`src/rtl/pixel_fb_writer.sv`:
```
// Pixel-stream sink: clips and linearises (x, y, colour) beats, buffers them in a small FIFO
// and writes them to the framebuffer. Optional full-screen clear is enabled by CLEAR_SCREEN_EN.
module pixel_fb_writer #(
    parameter int DEPTH    = 8,
    parameter int SCREEN_W = 320,
    parameter int SCREEN_H = 240,
    localparam int AW      = $clog2(DEPTH)
) (
    input  logic          clk,
    input  logic          resetn,
    input  logic [8:0]    x_stream,
    input  logic [7:0]    y_stream,
    input  logic [2:0]    color_stream,
    input  logic          writeEn,
    output logic          in_ready,
    input  logic          flush_req,
    output logic          flush_done,
    output logic [16:0]   mem_addr,
    output logic [2:0]    mem_wdata,
    output logic          mem_we,
    input  logic          mem_ready,
    output logic          overflow,
    output logic [7:0]    drop_count,
    output logic [AW:0]   fill
`ifdef CLEAR_SCREEN_EN
    ,
    input  logic          clear_req,
    input  logic [2:0]    clear_color,
    output logic          clear_busy
`endif
);

    localparam logic [16:0] SCR_W17   = 17'(SCREEN_W);
    localparam logic [16:0] SCR_H17   = 17'(SCREEN_H);
    localparam logic [16:0] LAST_ADDR = 17'(SCREEN_W * SCREEN_H - 1);

`ifdef CLEAR_SCREEN_EN
    typedef enum logic [1:0] {ST_IDLE, ST_DRAIN, ST_DONE, ST_CLEAR} state_t;
`else
    typedef enum logic [1:0] {ST_IDLE, ST_DRAIN, ST_DONE} state_t;
`endif

    state_t       state_q;
    logic [AW:0]  wr_ptr_q, rd_ptr_q;
    logic [19:0]  fifo_q [DEPTH];
    logic [19:0]  last_q;
    logic         overflow_q;
    logic [7:0]   drop_q;

    logic         empty, full, in_range, push, pop, clearing;
    logic [16:0]  push_addr;
    logic [19:0]  head;

`ifdef CLEAR_SCREEN_EN
    logic         clear_req_q, clear_pend_q;
    logic [16:0]  clr_addr_q;
    assign clearing   = (state_q == ST_CLEAR);
    assign clear_busy = clearing;
`else
    assign clearing   = 1'b0;
`endif

    assign empty     = (wr_ptr_q == rd_ptr_q);
    assign full      = (wr_ptr_q[AW] != rd_ptr_q[AW]) && (wr_ptr_q[AW-1:0] == rd_ptr_q[AW-1:0]);
    assign in_range  = ({8'd0, x_stream} < SCR_W17) && ({9'd0, y_stream} < SCR_H17);
    assign in_ready  = !full && !clearing;
    assign push      = writeEn && in_range && in_ready;
    assign pop       = !empty && mem_ready;
    assign push_addr = {9'd0, y_stream} * SCR_W17 + {8'd0, x_stream};
    assign head      = fifo_q[rd_ptr_q[AW-1:0]];

    assign fill       = wr_ptr_q - rd_ptr_q;
    assign overflow   = overflow_q;
    assign drop_count = drop_q;
    assign flush_done = (state_q == ST_DONE);

    // Outputs show the FIFO head, or the last written pixel once the FIFO runs dry.
    always_comb begin
        mem_we    = !empty;
        mem_addr  = empty ? last_q[19:3] : head[19:3];
        mem_wdata = empty ? last_q[2:0]  : head[2:0];
`ifdef CLEAR_SCREEN_EN
        if (clearing) begin
            mem_we    = 1'b1;
            mem_addr  = clr_addr_q;
            mem_wdata = clear_color;
        end
`endif
    end

    // Storage is not reset; only the pointers decide what is valid.
    always_ff @(posedge clk) begin
        if (push) begin
            fifo_q[wr_ptr_q[AW-1:0]] <= {push_addr, color_stream};
        end
    end

    always_ff @(posedge clk or negedge resetn) begin
        if (!resetn) begin
            state_q    <= ST_IDLE;
            wr_ptr_q   <= '0;
            rd_ptr_q   <= '0;
            last_q     <= '0;
            overflow_q <= 1'b0;
            drop_q     <= '0;
`ifdef CLEAR_SCREEN_EN
            clear_req_q  <= 1'b0;
            clear_pend_q <= 1'b0;
            clr_addr_q   <= '0;
`endif
        end else begin
            if (push) begin
                wr_ptr_q <= wr_ptr_q + 1'b1;
            end
            if (pop) begin
                rd_ptr_q <= rd_ptr_q + 1'b1;
                last_q   <= head;
            end
            if (writeEn && in_range && !in_ready) begin
                overflow_q <= 1'b1;
            end
            if (writeEn && !in_range && (drop_q != 8'hFF)) begin
                drop_q <= drop_q + 8'd1;
            end
`ifdef CLEAR_SCREEN_EN
            clear_req_q <= clear_req;
            if ((state_q == ST_IDLE) && clear_req && !clear_req_q) begin
                clear_pend_q <= 1'b1;
            end
`endif
            case (state_q)
                ST_IDLE: begin
                    if (flush_req) begin
                        state_q <= ST_DRAIN;
`ifdef CLEAR_SCREEN_EN
                        clear_pend_q <= 1'b0;
`endif
                    end
`ifdef CLEAR_SCREEN_EN
                    else if (clear_pend_q && empty) begin
                        state_q      <= ST_CLEAR;
                        clear_pend_q <= 1'b0;
                        clr_addr_q   <= '0;
                    end
`endif
                end
                ST_DRAIN: begin
                    if (empty && !push) begin
                        state_q <= ST_DONE;
                    end
                end
                ST_DONE: begin
                    if (push) begin
                        state_q <= ST_DRAIN;
                    end else if (!flush_req) begin
                        state_q <= ST_IDLE;
                    end
                end
`ifdef CLEAR_SCREEN_EN
                ST_CLEAR: begin
                    if (mem_ready) begin
                        last_q <= {clr_addr_q, clear_color};
                        if (clr_addr_q == LAST_ADDR) begin
                            state_q <= ST_IDLE;
                        end else begin
                            clr_addr_q <= clr_addr_q + 17'd1;
                        end
                    end
                end
`endif
                default: state_q <= ST_IDLE;
            endcase
        end
    end

endmodule

```
`config.mk`:
```
export PLATFORM = sky130hd
export DESIGN_NAME = pixel_fb_writer
export DESIGN_NICKNAME = d
export VERILOG_FILES = /design/src/rtl/pixel_fb_writer.sv
export SDC_FILE = /design/constraint.sdc
export NUM_CORES = 1
export LEC_CHECK = 0
export CELL_PAD_IN_SITES_DETAIL_PLACEMENT = 0
export CELL_PAD_IN_SITES_GLOBAL_PLACEMENT = 1
export CORE_UTILIZATION = 54
export DETAILED_ROUTE_END_ITERATION = 16
export HOLD_SLACK_MARGIN = 0.06
export PLACE_DENSITY_LB_ADDON = 0.15
export REMOVE_ABC_BUFFERS = 1
export SLEW_MARGIN = 20
export SYNTH_ARGS = -nofsm -noshare
export SYNTH_HDL_FRONTEND = slang
export SYNTH_SLANG_ARGS = --single-unit
```
`constraint.sdc`:
```
create_clock -name clk -period 7 [get_ports clk]
set_input_delay 1.4 -clock clk [delete_from_list [all_inputs] [get_ports clk]]
set_output_delay 1.4 -clock clk [all_outputs]
set_load 0.02 [all_outputs]
```
==> results.yml <==
clock_tree:
  cts.path.max_buffers: 2
  ctsHoldBuffers: 0
  cts_resized: 0
  cts_num_sinks: 199
  insertion_delay_ps: 430
  post_cts_buffers: 0
  path_clk_slew_ps: 60
  cts-root-buf: "clkbuf_16"
  cts_tree: "yes"
  cts_max_level: 4
  cts_buffers: 17
setup_path:
  path_cells: "buf_4, inv_1, ha_1, nand3_1, or2_1, buf_4, nor2_1, a21oi_1, clkdlybuf4s50_1"
  cp_data_arrival_time_ps: 3500
  crit_slowest_cell: "dfrtp_1"
  cp-end-kind: "output port"
  worstPathMaxFanout: 45
  cp_data_required_time_ps: 5600
  cpMostUsedCell: "buf_4"
  critical-path-max-stage-delay_ps: 660
  crit_type: "reg2out"
  regToRegSetupSlack_ps: 3240
  start_kind: "register"
logic_synthesis:
  ys_ff_latch: 199
  ys_warn_count: 0
  async_reset_ff_share_pct: 19.6
  yosys-top-cells-count: "edfxtp_1 (160), mux4_2 (40), dfrtp_1 (39)"
  synth_most_common_cell: "edfxtp_1"
  syn_area_per_cell_sq_um: 16.6
  synth_top_area_cell: "edfxtp_1"
  syn_area_sq_um: 8540
  ys_types: 48
  synth_cells: 513
  ys_seq_area_share_pct: 67.7
  synth_edf_count: 160
  synth_area_leaders: "edfxtp_1 (56%), dfrtp_1 (11%), mux4_2 (11%), ha_1 (3.1%), mux2i_1 (2.5%)"
  yosys.area.top_type_share_pct: 56.3
  synth_ff_type: "edfxtp_1"
floorplan:
  chipHeight_um: 128
  fp.coreArea_sq_um: 15300
  rows: 45
  die_w_um: 128
  start_util_pct: 55.7
  die_area_sq_um: 16300
  io_pins: 61
sta:
  hold_ws_ps: 479
  finalSetupViolCount: 0
  hold_violations: 0
  max_freq_ghz: 0.204
  relSlewSlack_pct: 37.3
  final.setup_skew_ps: 9.92
  grt_setup_unrepaired: "false"
  layout_setup_ws_ps: 2100
  tns_ps: 0
  tightestPinTransition_ps: 940
  slew_viol_final: 0
  post-route-period-util_pct: 69.9
  finalCriticalPeriod_ps: 4900
drt:
  drtAntennaViolNets: 0
  dr_total_vias: 4543
  first_pass_iters: 4
  route.detailed.drc: 0
  wl_per_cell_um: 18.9
  initialDrtViolationCount: 366
  totalWireLength_um: 15200
  viasPerCell: 5.64
pwr:
  peakVddDrop_uv: 262
  p_per_area_nw_per_um2: 434
  leakagePower_nw: 3.54
  power.total_mw: 4.29
outcome:
  status: "complete, no violations"
layout:
  final_cell_area_sq_um: 9890
  fillers: 1076
  fin_nets: 631
  postLayoutCoreUtil_pct: 64.6
  syn2layout_area_growth_pct: 15.8
  fin_cells: 806
  drive_gt1_share_pct: 15.3
  area.sequential_sq_um: 5780
  antenna_cells: 0
  multi_input_area_sq_um: 2580
grt:
  grt-ovfl-total: 0
  antenna_found_initial: 0
  grt_max_degree: 46
  track_usage_pct: 20.7
  grt_pass1_wl_um: 24800
  grt_pass1_vias: 4628
placement:
  dp_cells: 773
  dpl-instance-area_sq_um: 9360
  gp_congestion: 0.771
  preCtsSetupSlack_ps: 2450
  hpwlAfterDp_um: 9210
  io_buffers: 60
min_path:
  hp-class: "reg2reg"
job:
  cap_violations: 0
path summary, 6_finish.rpt:
| kind | start | to | cells after the start |
|---|---|---|---|
| setup / recovery | rd_ptr_q[1] | mem_addr[12] | 9 |
| min in group asynchronous | resetn | last_q[1] | 1 |
| setup reg to reg | rd_ptr_q[1] | fifo_q[7][1] | 8 |
| hold / removal | overflow | overflow | 1 |
| max in group asynchronous | resetn | rd_ptr_q[0] | 2 |
| hold reg to reg | overflow | overflow | 1 |
critical path: cells and delay by family, from the launching register on:
kind                     cells  cell delay, ps
AO/OA/AOI/OAI                1             150
adder cells (fa/ha/maj)      1             310
buffers and inverters        4            1640
flip-flops                   1             660
AND/OR/NAND/NOR              3             260
flip-flops by register name, indices dropped and copies added (netlist names):
register / count
drop_count: 8
fifo_q: 160
last_q: 20
overflow: 1
rd_ptr_q: 4
state_q: 2
wr_ptr_q: 4
power breakdown:
part	switching (mW)	internal (mW)
logic	0.926	0.847
registers	0.149	1.51
clock network	0.387	0.472
area by class of cell:
cell class,count,share of cell area [%]
tap,211,2.67
clock buffer,28,4.92
inverter,14,0.531
clock inverter,4,0.228
sequential,199,58.5
multi-input combinational,278,26.1
timing repair buffer,72,7.06
logic make-up after synthesis:
group	synth area share, %
AOI/OAI and AO/OA	5.07
xor gates and xnor gates	2.77
adders and majority gates	3.78
buffers and inverters	2.20
DFF	67.7
muxes	13.3
and+or+nand+nor	5.19
cells in the final DEF (no fill, tap or decap), types with 3 or more instances in the layout:
| cell | instances |
|---|---|
| edfxtp_1 | 160 |
| clkdlybuf4s50_1 | 59 |
| mux4_2 | 40 |
| dfrtp_1 | 38 |
| nor2_1 | 31 |
| nand2_1 | 31 |
| a21oi_1 | 25 |
| o21ai_1 | 21 |
| mux2i_1 | 21 |
| ha_1 | 21 |
| xnor2_1 | 17 |
| clkbuf_16 | 17 |
| inv_1 | 14 |
| buf_4 | 11 |
| xor2_1 | 10 |
| clkbuf_1 | 9 |
| nand3_1 | 7 |
| nor2b_1 | 4 |
| o21ai_0 | 4 |
| nand4_1 | 4 |
| nand2b_1 | 4 |
| nor3_1 | 3 |
| fa_1 | 3 |
metal layers:
metal | track usage (%) | share of wire [%] | vias up
li1 | - | - | 2112
met1 | 26.4 | 44 | 2324
met2 | 35.5 | 51 | 87
met3 | 4.76 | 3.0 | 20
met4 | 6.85 | 1.4 | 0
met5 | 0 | 0 | -
(Power assumes the default switching activity.)
